File: src/rtl/cga_capture_pkg.sv
// Shared types and constants for the CGA RGBI capture sink.
package cga_capture_pkg;

   typedef enum logic [1:0] {
      ST_IDLE       = 2'd0,
      ST_WAIT_FRAME = 2'd1,
      ST_ACTIVE     = 2'd2
   } state_e;

   localparam int unsigned PIX_PER_WORD = 4;
   localparam int unsigned PIX_W        = 4;
   localparam int unsigned WORD_W       = 16;
   localparam int unsigned ADDR_W       = 16;
   localparam int unsigned CNT_W        = 12;

   typedef struct packed {
      logic [ADDR_W-1:0] addr;
      logic [WORD_W-1:0] data;
   } cap_word_t;

   // Increment that sticks at all-ones instead of wrapping.
   function automatic logic [CNT_W-1:0] sat_inc(input logic [CNT_W-1:0] v);
      return (&v) ? v : v + CNT_W'(1);
   endfunction

endpackage

File: src/rtl/cga_capture_fifo.sv
// First-word-fall-through FIFO; head_c always shows the oldest entry.
module cga_capture_fifo #(
   parameter int unsigned WIDTH = 32,
   parameter int unsigned DEPTH = 8
) (
   input  logic             clk,
   input  logic             reset_n,
   input  logic             push_i,
   input  logic [WIDTH-1:0] data_i,
   input  logic             pop_i,
   output logic [WIDTH-1:0] head_c,
   output logic             full_o,
   output logic             empty_o
);

   localparam int unsigned AW = (DEPTH > 1) ? $clog2(DEPTH) : 1;

   logic [WIDTH-1:0] mem_q [DEPTH];
   logic [AW-1:0]    wr_ptr_q;
   logic [AW-1:0]    rd_ptr_q;
   logic [AW:0]      count_q;
   logic [AW:0]      count_d;
   logic             do_push;
   logic             do_pop;

   // A push into a full FIFO still lands when a pop frees the slot this cycle.
   assign do_pop  = pop_i && !empty_o;
   assign do_push = push_i && (!full_o || do_pop);
   assign head_c  = mem_q[rd_ptr_q];

   always_comb begin
      count_d = count_q;
      case ({do_push, do_pop})
         2'b10:   count_d = count_q + (AW+1)'(1);
         2'b01:   count_d = count_q - (AW+1)'(1);
         default: count_d = count_q;
      endcase
   end

   always_ff @(posedge clk or negedge reset_n) begin
      if (!reset_n) begin
         for (int unsigned i = 0; i < DEPTH; i++) begin
            mem_q[i] <= '0;
         end
         wr_ptr_q <= '0;
         rd_ptr_q <= '0;
         count_q  <= '0;
         full_o   <= 1'b0;
         empty_o  <= 1'b1;
      end else begin
         if (do_push) begin
            mem_q[wr_ptr_q] <= data_i;
            wr_ptr_q        <= wr_ptr_q + AW'(1);
         end
         if (do_pop) begin
            rd_ptr_q <= rd_ptr_q + AW'(1);
         end
         count_q <= count_d;
         full_o  <= (count_d == (AW+1)'(DEPTH));
         empty_o <= (count_d == '0);
      end
   end

endmodule

File: src/rtl/cga_capture.sv
// CGA RGBI capture sink: windows the pixel stream by sync edges, packs four
// pixels per word and queues addressed words for a framebuffer writer.
module cga_capture
   import cga_capture_pkg::*;
#(
   parameter int unsigned H_OFFSET   = 48,
   parameter int unsigned V_OFFSET   = 16,
   parameter int unsigned H_ACTIVE   = 640,
   parameter int unsigned V_ACTIVE   = 200,
   parameter int unsigned FIFO_DEPTH = 8
) (
   input  logic              clk,
   input  logic              reset_n,
   input  logic              pix_en,
   input  logic [PIX_W-1:0]  pix_in,
   input  logic              hsync,
   input  logic              vsync,
   input  logic              enable,
   output logic [WORD_W-1:0] out_data,
   output logic [ADDR_W-1:0] out_addr,
   output logic              out_valid,
   input  logic              out_ready,
   output logic              frame_done,
   output logic              frame_err,
   output logic              overflow,
   input  logic              clear_overflow,
   output logic              busy
);

   localparam logic [CNT_W-1:0]  H_FIRST = CNT_W'(H_OFFSET);
   localparam logic [CNT_W-1:0]  H_END   = CNT_W'(H_OFFSET + H_ACTIVE);
   localparam logic [CNT_W-1:0]  H_LAST  = CNT_W'(H_OFFSET + H_ACTIVE - 1);
   localparam logic [CNT_W-1:0]  V_FIRST = CNT_W'(V_OFFSET);
   localparam logic [CNT_W-1:0]  V_END   = CNT_W'(V_OFFSET + V_ACTIVE);
   localparam logic [CNT_W-1:0]  V_LAST  = CNT_W'(V_OFFSET + V_ACTIVE - 1);
   localparam logic [ADDR_W-1:0] WPL     = ADDR_W'(H_ACTIVE / PIX_PER_WORD);

   state_e            state_q;
   logic              hsync_q;
   logic              vsync_q;
   logic [CNT_W-1:0]  h_cnt_q;
   logic [CNT_W-1:0]  v_cnt_q;
   logic [1:0]        slot_q;
   logic [ADDR_W-1:0] word_col_q;
   logic [ADDR_W-1:0] row_base_q;
   logic [WORD_W-1:0] pack_q;

   logic              hs_fall;
   logic              vs_fall;
   logic              restart;
   logic [CNT_W-1:0]  h_cur;
   logic [CNT_W-1:0]  v_cur;
   logic [1:0]        slot_cur;
   logic [ADDR_W-1:0] col_cur;
   logic [ADDR_W-1:0] row_cur;
   logic              in_win;
   logic              capture;
   logic              push;
   logic              last_word;
   logic              pop;
   logic              ovf_set;
   logic [WORD_W-1:0] pack_d;
   cap_word_t         push_word;
   cap_word_t         head;
   logic              fifo_full;
   logic              fifo_empty;

   // The dot carrying an hsync falling edge is dot 0 of the new line, so all
   // per-line state is viewed through its post-edge value on that dot.
   always_comb begin
      hs_fall   = pix_en && hsync_q && !hsync;
      vs_fall   = pix_en && vsync_q && !vsync;
      restart   = vs_fall && (state_q != ST_IDLE);
      h_cur     = hs_fall ? '0 : h_cnt_q;
      v_cur     = hs_fall ? sat_inc(v_cnt_q) : v_cnt_q;
      slot_cur  = hs_fall ? 2'd0 : slot_q;
      col_cur   = hs_fall ? '0 : word_col_q;
      row_cur   = row_base_q;
      if (hs_fall && (v_cnt_q >= V_FIRST) && (v_cnt_q < V_END)) begin
         row_cur = row_base_q + WPL;
      end
      in_win    = (h_cur >= H_FIRST) && (h_cur < H_END) &&
                  (v_cur >= V_FIRST) && (v_cur < V_END);
      capture   = pix_en && (state_q == ST_ACTIVE) && !vs_fall && in_win;
      pack_d    = pack_q;
      pack_d[{slot_cur, 2'b00} +: PIX_W] = pix_in;
      push      = capture && (slot_cur == 2'd3);
      push_word.addr = row_cur + col_cur;
      push_word.data = pack_d;
      last_word = push && (h_cur == H_LAST) && (v_cur == V_LAST);
      pop       = out_ready && !fifo_empty;
      ovf_set   = push && fifo_full && !pop;
   end

   always_ff @(posedge clk or negedge reset_n) begin
      if (!reset_n) begin
         state_q    <= ST_IDLE;
         hsync_q    <= 1'b0;
         vsync_q    <= 1'b0;
         h_cnt_q    <= '0;
         v_cnt_q    <= '0;
         slot_q     <= '0;
         word_col_q <= '0;
         row_base_q <= '0;
         pack_q     <= '0;
         frame_done <= 1'b0;
         frame_err  <= 1'b0;
         overflow   <= 1'b0;
         busy       <= 1'b0;
      end else begin
         frame_done <= 1'b0;
         frame_err  <= 1'b0;

         if (pix_en) begin
            hsync_q    <= hsync;
            vsync_q    <= vsync;
            h_cnt_q    <= sat_inc(h_cur);
            v_cnt_q    <= v_cur;
            slot_q     <= slot_cur;
            word_col_q <= col_cur;
            row_base_q <= row_cur;
         end

         if (capture) begin
            pack_q <= pack_d;
            slot_q <= slot_cur + 2'd1;
            if (push) begin
               word_col_q <= col_cur + ADDR_W'(1);
            end
         end

         // Dropped words still advance addressing; only the flag records it.
         if (ovf_set) begin
            overflow <= 1'b1;
         end else if (clear_overflow) begin
            overflow <= 1'b0;
         end

         // A vsync edge (re)starts the frame and throws away any partial word.
         if (restart) begin
            v_cnt_q    <= '0;
            row_base_q <= '0;
            slot_q     <= '0;
            word_col_q <= '0;
            pack_q     <= '0;
         end

         case (state_q)
            ST_IDLE: begin
               if (enable) begin
                  state_q <= ST_WAIT_FRAME;
                  busy    <= 1'b1;
               end
            end
            ST_WAIT_FRAME: begin
               if (vs_fall) begin
                  state_q <= ST_ACTIVE;
               end
            end
            ST_ACTIVE: begin
               if (vs_fall) begin
                  frame_err <= 1'b1;
               end else if (last_word) begin
                  frame_done <= 1'b1;
                  if (enable) begin
                     state_q <= ST_WAIT_FRAME;
                  end else begin
                     state_q <= ST_IDLE;
                     busy    <= 1'b0;
                  end
               end
            end
            default: begin
               state_q <= ST_IDLE;
               busy    <= 1'b0;
            end
         endcase
      end
   end

   cga_capture_fifo #(
      .WIDTH ($bits(cap_word_t)),
      .DEPTH (FIFO_DEPTH)
   ) u_fifo (
      .clk     (clk),
      .reset_n (reset_n),
      .push_i  (push),
      .data_i  (push_word),
      .pop_i   (out_ready),
      .head_c  (head),
      .full_o  (fifo_full),
      .empty_o (fifo_empty)
   );

   assign out_valid = !fifo_empty;
   assign out_data  = head.data;
   assign out_addr  = head.addr;

endmodule

File: config.mk
export PLATFORM = sky130hd
export DESIGN_NAME = cga_capture
export DESIGN_NICKNAME = d
export VERILOG_FILES = /design/src/rtl/cga_capture_pkg.sv /design/src/rtl/cga_capture_fifo.sv /design/src/rtl/cga_capture.sv
export SDC_FILE = /design/constraint.sdc
export NUM_CORES = 1
export LEC_CHECK = 0
export BUFFER_PORTS_ARGS = -buffer_cell sky130_fd_sc_hd__buf_2
export CAP_MARGIN = 15
export CORE_ASPECT_RATIO = 1.2
export CORE_UTILIZATION = 25
export CTS_CLUSTER_DIAMETER = 60
export DETAILED_ROUTE_END_ITERATION = 7
export REMOVE_ABC_BUFFERS = 1
export SLEW_MARGIN = 5
export SYNTH_ARGS = -nofsm -noshare
export SYNTH_HDL_FRONTEND = slang
export SYNTH_SLANG_ARGS = --single-unit
File: constraint.sdc
create_clock -name clk -period 4.2 [get_ports clk]
set_clock_uncertainty 0.05 [all_clocks]
set_input_delay 0.63 -clock clk [delete_from_list [all_inputs] [get_ports clk]]
set_output_delay 0.63 -clock clk [all_outputs]
set_load 0.1 [all_outputs]
==> results of run 1 <==
-- synth_stat cells (5+ instances only) --
| library cell | instances | area share, % |
|---|---|---|
| mux2i_1 | 12 | 0.71 |
| nor2_1 | 48 | 1.1 |
| dfrtp_1 | 344 | 51 |
| buf_6 | 9 | 0.60 |
| mux2_1 | 24 | 1.6 |
| nand3_1 | 36 | 1.1 |
| xor2_1 | 26 | 1.3 |
| buf_2 | 24 | 0.71 |
| o22ai_1 | 10 | 0.37 |
| inv_1 | 25 | 0.55 |
| mux4_2 | 64 | 8.5 |
| nor2b_1 | 13 | 0.48 |
| and3_1 | 12 | 0.44 |
| nand4_4 | 5 | 0.63 |
| xnor2_1 | 19 | 0.98 |
| and2_1 | 20 | 0.74 |
| nand2_1 | 259 | 5.7 |
| mux2_2 | 62 | 4.1 |
| nor4_1 | 9 | 0.33 |
| nor3_1 | 15 | 0.44 |
| o21ai_0 | 195 | 5.8 |
| a21oi_1 | 21 | 0.62 |
| o31ai_1 | 5 | 0.22 |
| a31oi_1 | 12 | 0.44 |
| buf_1 | 9 | 0.20 |
| clkbuf_1 | 43 | 0.95 |
| or4_1 | 6 | 0.27 |
| or3_1 | 8 | 0.30 |
| ha_1 | 27 | 2.0 |
| nand2b_1 | 6 | 0.22 |
| mux2_4 | 40 | 3.6 |
| nand4_1 | 15 | 0.55 |
-- layer usage --
layer | global-route usage, % | vias to the layer above | part of all wire [%]
li1 | - | 5357 | -
met1 | 15.6 | 5758 | 46
met2 | 20.7 | 174 | 50
met3 | 1.67 | 52 | 3.0
met4 | 2.85 | 2 | 1.8
met5 | 0 | - | 0.032
-- stage by stage --
stage / setup slack (ns) / power, mW / instances / hold slack (ns)
final: 0.313 / 7.31 / 2460 / 0.147
after CTS: 0.0761 / 7.41 / 2460 / 0.215
after detailed placement: 0.0604 / 3.93 / 2390 / 0.415
after global placement: 0.185 / 3.92 / 2390 / 0.405
after global routing: 0.00792 / 7.60 / 2460 / 0.259
after floorplan: -0.344 / 3.74 / 1393 / 0.284
-- cell families (layout without fill, tap and decap cells) --
group | after synthesis | after routing
and+or+nand+nor | 480 | 480
DFF | 345 | 345
AOI/OAI and AO/OA | 267 | 267
muxes | 202 | 202
buffers and inverters | 113 | 192
xor gates and xnor gates | 45 | 45
adders and majority gates | 27 | 27
other | 1 | 1
-- power by group through the flow --
| stage | sequential, mW | combinational, mW | clock, mW |
|---|---|---|---|
| after global routing | 3.47 | 0.460 | 3.67 |
| after CTS | 3.46 | 0.413 | 3.54 |
| after detailed placement | 3.52 | 0.410 | 0 |
| after floorplan | 3.53 | 0.212 | 0 |
| final | 3.46 | 0.405 | 3.44 |
| after global placement | 3.52 | 0.400 | 0 |
-- worst max-delay path: stages, from the launching register on --
cell and delay, ns:
dfrtp_1 0.44, ha_2 0.26, nand4_2 0.19, nor4_2 0.32
mux2i_1 0.27, nand4_1 0.15, nor2_1 0.22, nand4_4 0.11
nand2b_1 0.18, buf_4 0.16, ha_1 0.22, nor4bb_1 0.31
a211oi_1 0.09, a211oi_1 0.32, xnor2_1 0.19, inv_1 0.08
nor4_1 0.21
-- worst min-delay path by stage --
stage	end	from	cells after the start
after CTS	u_fifo.mem_q[97]$_DFFE_PN0P_	reset_n	1
after floorplan	busy$_DFFE_PN0P_	reset_n	0
after detailed placement	u_fifo.mem_q[28]$_DFFE_PN0P_	u_fifo.mem_q[28]$_DFFE_PN0P_	2
after global routing	overflow$_DFFE_PN0P_	clear_overflow	2
after global placement	u_fifo.mem_q[190]$_DFFE_PN0P_	u_fifo.mem_q[190]$_DFFE_PN0P_	2
final	pack_q[8]$_DFFE_PN0P_	reset_n	1
-- area by class of cell --
| class | instances | area [µm²] | share of cell area [%] |
|---|---|---|---|
| Timing Repair Buffer | 96 | 661 | 3.37 |
| Sequential cell | 345 | 8640 | 44.0 |
| Clock buffer | 53 | 1130 | 5.75 |
| Clock inverter | 17 | 190 | 0.969 |
| Tap cell | 901 | 1130 | 5.74 |
| Inverter | 26 | 97.6 | 0.497 |
| Multi-Input combinational cell | 1022 | 7780 | 39.6 |
-- state kept, by name, indices dropped and copies added, names as in the netlist, 2 cells and up --
register         flops
h_cnt_q             12
pack_q              16
row_base_q          11
slot_q               2
state_q              2
u_fifo.count_q       4
u_fifo.mem_q       256
u_fifo.rd_ptr_q      3
u_fifo.wr_ptr_q      3
v_cnt_q             12
word_col_q          16
==> results.json, run 1 <==
{
  "status": "completed",
  "final_cell_mix": "341 x dfrtp_1, 259 x nand2_1, 194 x o21ai_0",
  "start_kind": "flop",
  "report.final.hold_viol_count": 0,
  "maxCapViolCount": 0,
  "rows": 104,
  "antenna_found_initial": 1,
  "synth_compound_area_share_pct": 8.70,
  "yosys_warnings": 0,
  "drc": 0,
  "fmax_ghz": 0.257,
  "worst_pin_slew_ns": 1.06,
  "clk_latency_ns": 0.54,
  "yosys.area_share.simple_pct": 14.2,
  "hold_buffers": 0,
  "synth_fa_ha_area_share_pct": 2.00,
  "syn_area_um2": 16900,
  "ios": 49,
  "clkSinkCount": 345,
  "seq_power_share_pct": 47.3,
  "grt_pass1_wl_um": 65300,
  "dieArea_um2": 68700,
  "start_util_pct": 25.2,
  "pwr-share-comb_pct": 5.5,
  "p_leak_nw": 9.10,
  "setup_viol": 0,
  "muxShareOfSynthArea_pct": 18.5,
  "drive_above_1_share_pct": 23.3,
  "slew_viol_final": 0,
  "rsz0062_at_grt": "false",
  "synthCells": 1480,
  "firstDrtPassIters": 5,
  "vias": 11300,
  "net-switching-power_mw": 1.73,
  "cts_tree": "yes",
  "drt_first_iter_violations": 691,
  "ir_drop_uv": 450,
  "core_area_um2": 67000,
  "dp_hpwl_um": 25800,
  "grt.total_usage_pct": 11.9,
  "worstPathRequired_ns": 4.57,
  "p_clk_share_pct": 47.1,
  "buffer_ports.inserted": 48,
  "clock_path_buffers": 3,
  "crit_arrival_ns": 4.26,
  "via_per_inst": 4.61,
  "grt_max_degree": 131,
  "htreeDepth": 2,
  "ys_async_sr_fraction_pct": 100,
  "cp_max_fo": 6,
  "wirelength_um": 40300,
  "min_period_ns": 3.89,
  "avgRoutedWirePerCell_um": 16.4,
  "ys_seq_elements": 345,
  "path_clk_slew_ns": 0.06,
  "crit_end": "u_fifo.empty_o$_DFF_PN1_",
  "nFillCells": 6834,
  "fin_crit_sh_pct": 92.5,
  "utilization_pct": 29.3,
  "p_int_mw": 5.58,
  "hold_path.class": "in2async",
  "synthToLayoutAreaGrowth_pct": 16.1,
  "cts_buffers": 38,
  "ys.flop_type": "dfrtp_1",
  "grt_pass1_vias": 11800,
  "fp.dieH_um": 287,
  "swShare_pct": 23.7,
  "synth_top_family_by_area": "multiplexers",
  "powerDensity_nw_per_um2": 372,
  "worstSetupPathType": "reg2reg",
  "antenna_left": 0,
  "synth_xor_area_share_pct": 2.33,
  "dpl_cell_area_um2": 18300,
  "overflow": 0,
  "diodes": 0,
  "num-nets-final": 1568,
  "fin_area_um2": 19600,
  "synth_seq_area_share_pct": 51.1,
  "worstSetupStartpoint": "v_cnt_q[0]$_DFFE_PN0N_",
  "synth_edf_count": 0,
  "ff2ff_path_depth": 16,
  "cts_resized": 0,
  "cts_setup_buffers": 0,
  "reg2reg_setup_slack_ns": 0.31,
  "root_buffer": "clkbuf_16",
  "die_w_um": 239,
  "final_common_cell": "dfrtp_1",
  "fin_setup_tns_ns": 0,
  "rr_endpoint": "u_fifo.empty_o$_DFF_PN1_",
  "syn_avg_cell_area_um2": 11.4,
  "cp-end-kind": "flop",
  "gp_congestion": 0.818,
  "max_slew_margin_pct": 29.1,
  "r2r_start": "v_cnt_q[0]$_DFFE_PN0N_",
  "yosysUniqueCellTypes": 70
}
(Power assumes the default switching activity.)
==> run 2: changes to the inputs <==
--- a/config.mk
+++ b/config.mk
@@ -9,10 +9,12 @@
 export CAP_MARGIN = 15
 export CORE_ASPECT_RATIO = 1.2
 export CORE_UTILIZATION = 25
+export CTS_BUF_LIST = sky130_fd_sc_hd__clkbuf_4 sky130_fd_sc_hd__clkbuf_8
 export CTS_CLUSTER_DIAMETER = 60
 export DETAILED_ROUTE_END_ITERATION = 7
 export REMOVE_ABC_BUFFERS = 1
 export SLEW_MARGIN = 5
 export SYNTH_ARGS = -nofsm -noshare
 export SYNTH_HDL_FRONTEND = slang
+export SYNTH_HIERARCHICAL = 1
 export SYNTH_SLANG_ARGS = --single-unit
==> results.json, run 2 <==
{
  "status": "completed",
  "hold_path.class": "in2async",
  "grt_pass1_wl_um": 66800,
  "start_util_pct": 25.3,
  "synth_seq_area_share_pct": 49.8,
  "report.final.hold_viol_count": 0,
  "synthCells": 1348,
  "max_slew_margin_pct": 24.8,
  "start_kind": "flop",
  "multi_input_comb_area_um2": 8220,
  "final_common_cell": "dfrtp_1",
  "nFillCells": 6838,
  "worst-path-buf-inv": 0,
  "fin_setup_tns_ns": 0,
  "ios": 49,
  "wirelength_um": 41300,
  "synth.most_common_cell": "dfrtp_1",
  "seqCellArea_um2": 8640,
  "p_int_mw": 6.13,
  "reg2reg_setup_slack_ns": 0.24,
  "r2r_start": "v_cnt_q[11]$_DFFE_PN0N_",
  "crit_arrival_ns": 4.43,
  "ys.flop_type": "dfrtp_1",
  "vias": 11200,
  "dieArea_um2": 70400,
  "clock_path_buffers": 3,
  "clk_latency_ns": 0.63,
  "cts_tree": "yes",
  "yosys.area.top_type": "dfrtp_1",
  "grt_pass1_vias": 12000,
  "fmax_ghz": 0.253,
  "reg.largest.list": "u_fifo/mem_q x256, pack_q x16, word_col_q x16",
  "firstDrtPassIters": 5,
  "drt_first_iter_violations": 539,
  "critPathSlowestCell": "or4_4",
  "path_clk_slew_ns": 0.07,
  "critPathTopFamily": "compound AO/OA/AOI/OAI gates",
  "yosys_warnings": 6,
  "cp_max_fo": 8,
  "yosysUniqueCellTypes": 72,
  "rr_endpoint": "u_fifo/mem_q[127]$_DFFE_PN0P_",
  "slew_viol_final": 0,
  "largest_reg_flops": 256,
  "synth_common_cells": "344 x dfrtp_1, 286 x mux2_2, 80 x nand2_1",
  "grt_max_degree": 130,
  "cp-end-kind": "flop",
  "grt.total_usage_pct": 11.9,
  "min_period_ns": 3.96,
  "net-switching-power_mw": 2.42,
  "synthToLayoutAreaGrowth_pct": 17.7,
  "cts_buffers": 57,
  "fp.dieH_um": 290,
  "gp_congestion": 0.788,
  "final_cell_mix": "341 x dfrtp_1, 286 x mux2_2, 79 x nand2_1",
  "via_per_inst": 4.66,
  "dp_hpwl_um": 26400,
  "clkSinkCount": 345,
  "p_clk_share_pct": 41.4,
  "num-nets-final": 1475,
  "fin_crit_sh_pct": 94.3,
  "pwr-share-comb_pct": 15.3,
  "synth_edf_count": 0,
  "root_buffer": "clkbuf_8",
  "worst_pin_slew_ns": 1.12,
  "worstSetupPathType": "reg2reg",
  "crit_end": "u_fifo/mem_q[127]$_DFFE_PN0P_",
  "cp_slowest_stage_delay_ns": 0.57,
  "swShare_pct": 28.3,
  "maxCapViolCount": 0,
  "powerDensity_nw_per_um2": 419,
  "rows": 105,
  "ys_async_sr_fraction_pct": 100,
  "ff2ff_path_depth": 13,
  "htreeDepth": 2,
  "antenna_found_initial": 2,
  "overflow": 0,
  "worstSetupStartpoint": "v_cnt_q[11]$_DFFE_PN0N_",
  "rsz0062_at_grt": "false",
  "crit_chain": "or4_4 > a2111o_1 > nand2_1 > nand2_1 > ha_1 > a21oi_1 > o21bai_1 > a2111o_1 > a31o_2 > a21oi_1 > o21ai_0 > xnor2_2 > mux2_2",
  "syn_avg_cell_area_um2": 12.9,
  "synth_top_area_share_pct": 49.7,
  "seq_power_share_pct": 43.4,
  "avgRoutedWirePerCell_um": 17.3,
  "buffer_ports.inserted": 48,
  "synthTopCellsByArea": "dfrtp_1 50%, mux2_2 19%, mux4_2 8.3%",
  "core_area_um2": 68400,
  "ys_seq_elements": 345,
  "syn_area_um2": 17300,
  "setup_viol": 0,
  "die_w_um": 242,
  "worstPathRequired_ns": 4.67,
  "regMostFlops": "u_fifo/mem_q",
  "p_leak_nw": 9.50,
  "cp.depth": 13,
  "ir_drop_uv": 293,
  "drc": 0,
  "antenna_left": 0,
  "drive_above_1_share_pct": 40.1,
  "finalPower_mw": 8.55,
  "utilization_pct": 29.8
}
==> run 2: metal layers <==
metal / global-route usage (%) / part of all wire [%] / up-vias
li1: - / - / 5095
met5: 0 / 0 / -
met1: 14.9 / 43 / 5790
met4: 4.23 / 2.8 / 0
met3: 1.85 / 3.6 / 71
met2: 20.6 / 51 / 211
==> run 2: how the worst min path moves through the flow <==
stage / start / end / slack, ns
2_1_floorplan: reset_n / busy$_DFFE_PN0P_ / 0.28
3_3_place_gp: u_fifo/mem_q[38]$_DFFE_PN0P_ / u_fifo/mem_q[38]$_DFFE_PN0P_ / 0.41
3_5_place_dp: u_fifo/mem_q[185]$_DFFE_PN0P_ / u_fifo/mem_q[185]$_DFFE_PN0P_ / 0.42
4_1_cts: reset_n / u_fifo/mem_q[104]$_DFFE_PN0P_ / 0.08
5_1_grt: clear_overflow / overflow$_DFFE_PN0P_ / 0.10
6_report: reset_n / u_fifo/mem_q[11]$_DFFE_PN0P_ / 0.05
==> run 2: logic make-up after synthesis <==
kind of cell	share of synthesized area, %
and+or+nand+nor	9.87
muxes	28.4
other	0.0216
AOI/OAI and AO/OA	4.48
DFF	49.8
xor gates and xnor gates	2.22
adders and majority gates	1.95
buffers and inverters	3.18
==> run 2: power by group through the flow <==
stage	Combinational [mW]	Clock [mW]	Sequential [mW]
4_1_cts	1.32	3.65	3.71
6_report	1.31	3.54	3.71
5_1_grt	1.43	3.79	3.74
3_5_place_dp	1.31	0	3.77
3_3_place_gp	1.29	0	3.77
2_1_floorplan	0.714	0	3.87
==> run 2: cell type report <==
cell class	instances	area share, %
Inverter	42	0.786
Timing Repair Buffer	108	4.04
Clock inverter	29	1.91
Clock buffer	77	4.95
Sequential cell	345	42.4
Tap cell	909	5.58
Multi-Input combinational cell	882	40.3
Antenna cell	2	0.0246
==> run 2: worst reg2reg max path, cell delays in order, from the launching register on <==
cell and delay (ns):
dfrtp_1 0.44, or4_4 0.57, a2111o_1 0.41, nand2_1 0.14, nand2_1 0.06, ha_1 0.29
a21oi_1 0.22, o21bai_1 0.11, a2111o_1 0.43, a31o_2 0.24, a21oi_1 0.18, o21ai_0 0.17
xnor2_2 0.23, mux2_2 0.31
==> run 2: repair_timing <==
item / CTS / global route
pin swaps: 0 / 2
resized for setup: 1 / 6
hold buffers: 0 / 0
gates cloned: 0 / 0
buffers inserted: 0 / 0
endpoints found under the setup margin: 8 / 19
==> run 2: through the flow <==
stage | instance area [µm²] | cells | hold WS, ns | worst slack (ns)
after floorplan | 16900 | 1269 | 0.284 | -1.34
after CTS | 20300 | 2391 | 0.0825 | 0.129
final | 20400 | 2394 | 0.0484 | 0.240
after global placement | 18900 | 2285 | 0.412 | -0.0119
after detailed placement | 18900 | 2285 | 0.421 | -0.168
after global routing | 20400 | 2394 | 0.102 | 0.0416
